--- src/rtl/sap_microsequencer_if.sv ---
// rtl/sap_microsequencer_if.sv - bus between the microsequencer and its datapath neighbours
//
// Purpose: groups the opcode/flag inputs, the control-store load port and the
//          control outputs of sap_microsequencer into one bundle.
// Signals:
//   opcode       instruction register opcode
//   flags        [0] carry, [1] zero from the ALU flag register
//   load_en      control-store write strobe, also stalls sequencing
//   load_addr    write address {opcode, step}
//   load_data    [CW_W] END bit, [CW_W-1:0] control word
//   control_word active control lines for the current step
//   step         current T-state
//   instr_done   high during the final step of an instruction
//   halted       sticky halt indicator
// Modports: slave = sequencer side, master = driver/datapath side.

interface sap_microsequencer_if #(
  parameter int OPCODE_W = 4,
  parameter int STEP_W   = 3,
  parameter int CW_W     = 18
);
  logic [OPCODE_W-1:0]        opcode;
  logic [1:0]                 flags;
  logic                       load_en;
  logic [OPCODE_W+STEP_W-1:0] load_addr;
  logic [CW_W:0]              load_data;
  logic [CW_W-1:0]            control_word;
  logic [STEP_W-1:0]          step;
  logic                       instr_done;
  logic                       halted;

  modport slave (
    input  opcode, flags, load_en, load_addr, load_data,
    output control_word, step, instr_done, halted
  );

  modport master (
    output opcode, flags, load_en, load_addr, load_data,
    input  control_word, step, instr_done, halted
  );
endinterface

--- src/rtl/sap_microsequencer.sv ---
// rtl/sap_microsequencer.sv - microcode sequencer with writable control store for the SAP-BR control unit
//
// Purpose: owns the T-state counter and a writable control store; sequences
//          variable-length instructions (END bit or NUM_STEPS limit), squashes
//          untaken conditional jumps from the ALU flags and latches HLT.
// Ports:
//   clk  single clock, all state changes on the rising edge
//   rst  asynchronous active-high reset (step -> 0, RUN, not halted)
//   bus  sap_microsequencer_if.slave (opcode, flags, load port, control outputs)

module sap_microsequencer #(
  parameter int                   OPCODE_W  = 4,
  parameter int                   STEP_W    = 3,
  parameter int                   NUM_STEPS = 5,
  parameter int                   CW_W      = 18,
  parameter int                   HLT_BIT   = 17,
  parameter logic [OPCODE_W-1:0]  JC_OPCODE = 4'b0111,
  parameter logic [OPCODE_W-1:0]  JZ_OPCODE = 4'b1000,
  parameter int                   COND_STEP = 2
) (
  input  logic                 clk,
  input  logic                 rst,
  sap_microsequencer_if.slave  bus
);

  localparam int ADDR_W = OPCODE_W + STEP_W;
  localparam int DEPTH  = 1 << ADDR_W;

  localparam logic [STEP_W-1:0] LAST_STEP = STEP_W'(NUM_STEPS - 1);
  localparam logic [STEP_W-1:0] COND_AT   = STEP_W'(COND_STEP);

  typedef enum logic {
    S_RUN  = 1'b0,
    S_HALT = 1'b1
  } state_t;

  state_t            state_q, state_d;
  logic [STEP_W-1:0] step_q, step_d;

  // Control store: {END, control word} per {opcode, step}. Deliberately not
  // reset; software loads it before releasing the CPU.
  logic [CW_W:0] store [DEPTH];
  logic [CW_W:0] rd_word;

  always_ff @(posedge clk) begin
    if (bus.load_en) begin
      store[bus.load_addr] <= bus.load_data;
    end
  end

  // Asynchronous read: a write at an edge is visible only after that edge.
  assign rd_word = store[{bus.opcode, step_q}];

  // Decode of the current step.
  logic is_cond_step;
  logic squash;
  logic word_end;
  logic word_hlt;
  logic last;

  assign is_cond_step = (step_q == COND_AT);

  // An untaken conditional jump kills its own control word and ends the
  // instruction at the condition step.
  assign squash = is_cond_step &&
                  (((bus.opcode == JC_OPCODE) && !bus.flags[0]) ||
                   ((bus.opcode == JZ_OPCODE) && !bus.flags[1]));

  assign word_end = rd_word[CW_W];
  assign word_hlt = rd_word[HLT_BIT];

  // The NUM_STEPS bound keeps step inside the legal range even if no END bit
  // was loaded for this opcode.
  assign last = word_end || (step_q == LAST_STEP) || squash;

  // State register.
  always_ff @(posedge clk or posedge rst) begin
    if (rst) begin
      state_q <= S_RUN;
      step_q  <= '0;
    end else begin
      state_q <= state_d;
      step_q  <= step_d;
    end
  end

  // Next-state logic. A load stall takes priority over everything so a HLT
  // word being written (or read) during a load never halts until load_en drops.
  always_comb begin
    state_d = state_q;
    step_d  = step_q;
    case (state_q)
      S_RUN: begin
        if (bus.load_en) begin
          step_d = step_q;
        end else if (word_hlt && !squash) begin
          state_d = S_HALT;
          step_d  = step_q;
        end else if (last) begin
          step_d = '0;
        end else begin
          step_d = step_q + 1'b1;
        end
      end
      S_HALT: begin
        // Only rst leaves HALT; step stays frozen for inspection.
        state_d = S_HALT;
        step_d  = step_q;
      end
      default: begin
        state_d = S_RUN;
        step_d  = '0;
      end
    endcase
  end

  // Output logic.
  logic halted_w;

  always_comb begin
    halted_w         = (state_q == S_HALT);
    bus.halted       = halted_w;
    bus.step         = step_q;
    bus.control_word = (halted_w || bus.load_en || squash) ? '0 : rd_word[CW_W-1:0];
    bus.instr_done   = last && !halted_w && !bus.load_en;
  end

  // Step must never leave the configured instruction length.
  a_step_bound: assert property (@(posedge clk) disable iff (rst) step_q <= LAST_STEP);

endmodule
--- src/flat_wrapper.sv ---
// flat-port wrapper written by rule: the top's interface ports become plain ports
module sap_microsequencer_flat 
#(
  parameter int                   OPCODE_W  = 4,
  parameter int                   STEP_W    = 3,
  parameter int                   NUM_STEPS = 5,
  parameter int                   CW_W      = 18,
  parameter int                   HLT_BIT   = 17,
  parameter logic [OPCODE_W-1:0]  JC_OPCODE = 4'b0111,
  parameter logic [OPCODE_W-1:0]  JZ_OPCODE = 4'b1000,
  parameter int                   COND_STEP = 2
)
  (clk, rst, bus_opcode, bus_flags, bus_load_en, bus_load_addr, bus_load_data, bus_control_word, bus_step, bus_instr_done, bus_halted);
  sap_microsequencer_if #(.OPCODE_W(OPCODE_W), .STEP_W(STEP_W), .CW_W(CW_W)) bus_i ();
  input  logic clk;
  input  logic rst;
  input wire logic [$bits(bus_i.opcode)-1:0] bus_opcode;
  input wire logic [$bits(bus_i.flags)-1:0] bus_flags;
  input wire logic [$bits(bus_i.load_en)-1:0] bus_load_en;
  input wire logic [$bits(bus_i.load_addr)-1:0] bus_load_addr;
  input wire logic [$bits(bus_i.load_data)-1:0] bus_load_data;
  output wire logic [$bits(bus_i.control_word)-1:0] bus_control_word;
  output wire logic [$bits(bus_i.step)-1:0] bus_step;
  output wire logic [$bits(bus_i.instr_done)-1:0] bus_instr_done;
  output wire logic [$bits(bus_i.halted)-1:0] bus_halted;
  assign bus_i.opcode = bus_opcode;
  assign bus_i.flags = bus_flags;
  assign bus_i.load_en = bus_load_en;
  assign bus_i.load_addr = bus_load_addr;
  assign bus_i.load_data = bus_load_data;
  assign bus_control_word = bus_i.control_word;
  assign bus_step = bus_i.step;
  assign bus_instr_done = bus_i.instr_done;
  assign bus_halted = bus_i.halted;
  sap_microsequencer #(.OPCODE_W(OPCODE_W), .STEP_W(STEP_W), .NUM_STEPS(NUM_STEPS), .CW_W(CW_W), .HLT_BIT(HLT_BIT), .JC_OPCODE(JC_OPCODE), .JZ_OPCODE(JZ_OPCODE), .COND_STEP(COND_STEP)) u_core (.clk(clk), .rst(rst), .bus(bus_i));
endmodule
--- config.mk ---
export PLATFORM = sky130hd
export DESIGN_NAME = sap_microsequencer_flat
export DESIGN_NICKNAME = d
export VERILOG_FILES = /design/src/rtl/sap_microsequencer_if.sv /design/src/rtl/sap_microsequencer.sv /design/src/flat_wrapper.sv
export SDC_FILE = /design/constraint.sdc
export NUM_CORES = 2
export LEC_CHECK = 0
export ABC_AREA = 1
export CAP_MARGIN = 25
export CELL_PAD_IN_SITES_DETAIL_PLACEMENT = 0
export CELL_PAD_IN_SITES_GLOBAL_PLACEMENT = 1
export CORE_AREA = 2 2 530 532
export DETAILED_ROUTE_END_ITERATION = 12
export DIE_AREA = 0 0 532 534
export PLACE_DENSITY_LB_ADDON = 0.12
export SETUP_SLACK_MARGIN = 0.3
export SYNTH_ARGS = -nofsm -noshare
export SYNTH_HDL_FRONTEND = slang
export SYNTH_SLANG_ARGS = --single-unit
--- constraint.sdc ---
create_clock -name clk -period 7.3 [get_ports clk]
set_input_delay 1.46 -clock clk [delete_from_list [all_inputs] [get_ports clk]]
set_output_delay 1.46 -clock clk [all_outputs]
set_load 0.05 [all_outputs]
==> flow_summary.ini <==
[power]
power.density_nw_per_um2 = 348
p_leak_nw = 36.2
overall_power_of_the_completed_layout_w = 0.0387
irDropWorstVdd_mv = 0.272

[hold_path]
source_of_the_worst_hold_timing_path = u_core.bus.halted
hold_class = reg2reg

[sta]
worst_slew_margin_relative_to_its_limit_pct = 25.8
hold_viol_final = 0
timing.final.max_slew_violations = 0
summed_negative_setup_slack_over_all_endpoints_ns = 0
period_minus_slack_ns = 6.85
timing_worst_slew_pin_value_ns = 1.11
final_min_period_over_clock_period_pct = 93.8
finClkSkew_ns = 0.0233
postLayoutSetupSlackWorst_ns = 0.453
setup_viol = 0
max_freq_mhz = 146
rsz_0062_raised_after_global_routing = no

[floorplanning]
dieHeight_um = 534
number_of_placement_rows = 194
fp.dieArea_um2 = 284000
die_width_um = 532
core-area_um2 = 278000
boundaryPins = 58
initial_core_util_pct = 34.8

[placed_design]
gpl.final_weighted_congestion = 0.818
port_buffers = 57
dpl_cell_area_um2 = 103000
post-dp-hpwl_um = 187000
preCtsSetupSlack_ns = 0.818

[yosys]
synthesis.instances = 7597
synth-main-ff-cell = sky130_fd_sc_hd__edfxtp_1
ys_async_sr_fraction_pct = 0.164
yosysSeqAreaShare_pct = 75.5
synth_edf_count = 2432
synthesis.yosys.warnings = 0
synthesized_area_divided_by_synthesized_cell_count_um2 = 12.8
ys_seq_elements = 2436
synth_fp_nets = 7635
post_synth_instance_area_um2 = 96900
synthDistinctLibCells = 27

[clock_tree]
clock-root-buffer = sky130_fd_sc_hd__clkbuf_16
cts_num_sinks = 2436
postCtsSetupBuffers = 0
post_cts_resize_count = 0
cts_htree_levels = 5
cts.path.max_buffers = 4
tritoncts = done
clkSlewWorstSetupHoldPaths_ns = 0.06
numCtsBuffers = 281
holdBufCountCts = 0
clk_latency_ns = 0.90

[layout]
seq_area_um2 = 73100
area_growth_syn_to_layout_pct = 14.9
final_nets = 7716
layout-drive-gt1-share_pct = 10.5
finalInstanceArea_um2 = 111000
multiInputGateArea_um2 = 21400
n_fill_cell = 26300

[grt]
overflow_left_after_global_routing = 0
grt_start_max_net_pins = 176
grtUsageTotal_pct = 22.9
antenna_found_initial = 16
grt_pass1_wl_um = 468000
first_global_vias = 59900

[route]
ant_nets = 0
drcViolationCount = 0
drt-wirelength-per-cell_um = 28.6
drt_pass1_iterations = 6
dr.first_iter.drc_count = 5979
num_vias = 62700
postRouteWirelength_um = 333000
detail_route.vias_per_cell = 5.40

[setup_path]
cp_data_arrival_time_ns = 5.39
required_ns = 5.84
rr_startpoint = u_core.bus.step[1]
crit_type = reg2out
timing.critical_path.to_type = output pin
worst_setup_path_start_kind = flip-flop
timing.critical_path.from = u_core.bus.step[1]
worst-path-max-fanout = 78

[run]
maxCapViolations = 0

[status]
run_status = finished clean
cells by family (layout without fill, tap and decap cells):
logic type                 count (synthesis)  count (layout)  synth area share [%]
buffers and inverters                    601             888                  2.88
and+or+nand+nor                         2823            2823                  11.6
adders and majority gates                  3               3                0.0388
other                                      0              10                     0
AOI/OAI and AO/OA                       1733            1733                  9.95
DFF                                     2436            2436                  75.5
xor gates and xnor gates                   1               1               0.00904
final timing paths:
path                                         to  slack [ns]  cells after the start
min in group asynchronous     u_core.bus.halted        0.88                      2
max reg2reg                  u_core.bus.step[1]        3.18                     13
max in group asynchronous    u_core.bus.step[1]        6.10                      2
max                        bus_control_word[14]        0.45                     14
min reg2reg                   u_core.bus.halted        0.73                      1
min                           u_core.bus.halted        0.73                      1
layout by cell type, fill, tap and decap left out, types with 41 or more instances in the layout:
cell and n:
sky130_fd_sc_hd__nor2_1 1274, sky130_fd_sc_hd__buf_12 60, sky130_fd_sc_hd__o221ai_1 54, sky130_fd_sc_hd__nand2_1 883, sky130_fd_sc_hd__edfxtp_1 2432, sky130_fd_sc_hd__clkbuf_1 70, sky130_fd_sc_hd__buf_4 235, sky130_fd_sc_hd__o21ai_1 62
sky130_fd_sc_hd__clkbuf_16 285, sky130_fd_sc_hd__clkinv_1 59, sky130_fd_sc_hd__inv_1 61, sky130_fd_sc_hd__clkinv_2 41, sky130_fd_sc_hd__nand3_1 508, sky130_fd_sc_hd__o211ai_1 99, sky130_fd_sc_hd__nor2_2 117, sky130_fd_sc_hd__o21ai_0 1080
sky130_fd_sc_hd__o22ai_1 398
where the power goes:
part / internal [W] / leakage [nW] / switching [W]
sequential: 0.0155 / 21.9 / 0.000106
clock: 0.00756 / 4.16 / 0.00576
combinational: 0.00252 / 10.2 / 0.00735
total: 0.0255 / 36.2 / 0.0132
flip-flops by register name, indices dropped and copies added, names as in the netlist:
signal             cells
u_core.bus.halted      1
u_core.store        2432
u_core.bus.step        3
final cells by class:
type / instances / area share (%)
diodes: 10 / 0.0225
clock inverters: 134 / 1.02
clock buffers: 355 / 6.64
inverters: 68 / 0.254
well taps: 3724 / 4.18
flip-flops and latches: 2436 / 65.7
multi-input cells: 4560 / 19.2
repair buffers: 331 / 3.00
layer usage:
| layer | up-vias | global-route usage [%] | wire (µm) |
|---|---|---|---|
| met1 | 32300 | 32.4 | 149000 |
| met4 | 4 | 6.91 | 10000 |
| met2 | 1929 | 36.5 | 154000 |
| li1 | 28100 | - | - |
| met3 | 408 | 3.26 | 19300 |
| met5 | - | 0 | 27 |
critical path, stage by stage (launching register included):
cell and delay, ns:
sky130_fd_sc_hd__dfrtp_4 0.72, sky130_fd_sc_hd__inv_8 0.64, sky130_fd_sc_hd__buf_12 0.33, sky130_fd_sc_hd__buf_4 0.34
sky130_fd_sc_hd__o21ai_0 0.13, sky130_fd_sc_hd__o22ai_1 0.17, sky130_fd_sc_hd__nand2_1 0.08, sky130_fd_sc_hd__nand3_1 0.22
sky130_fd_sc_hd__nand3_1 0.38, sky130_fd_sc_hd__nand2_1 0.16, sky130_fd_sc_hd__nand2_1 0.06, sky130_fd_sc_hd__nand3_1 0.08
sky130_fd_sc_hd__nor2_1 0.08, sky130_fd_sc_hd__nor2_1 0.72, sky130_fd_sc_hd__buf_12 0.22
Yosys cell counts, drive strengths merged, types with 3 or more instances:
library cell     n  area [µm²]
a21oi           33         165
buf            298        1650
clkbuf         235         882
dfrtp            4         100
edfxtp        2432       73000
ha               3        37.5
inv             67         251
nand2          891        3340
nand3          508        2540
nand4            8        50.1
nor2          1405        5270
nor3             8        40.0
o211ai          99         743
o21ai         1142        5720
o21bai           5        37.5
o221ai          54         473
o22ai          398        2490
metrics by stage:
step | cells | hold WS, ns | utilization [%]
floorplan | 7597 | 0.826 | -
global placement | 11100 | 0.696 | 36.9
detailed placement | 11100 | 0.688 | 36.9
CTS | 11600 | 0.709 | 40.0
global route | 11600 | 0.734 | 40.0
finish | 11600 | 0.730 | 40.0
Power figures use the tool's default switching activity.
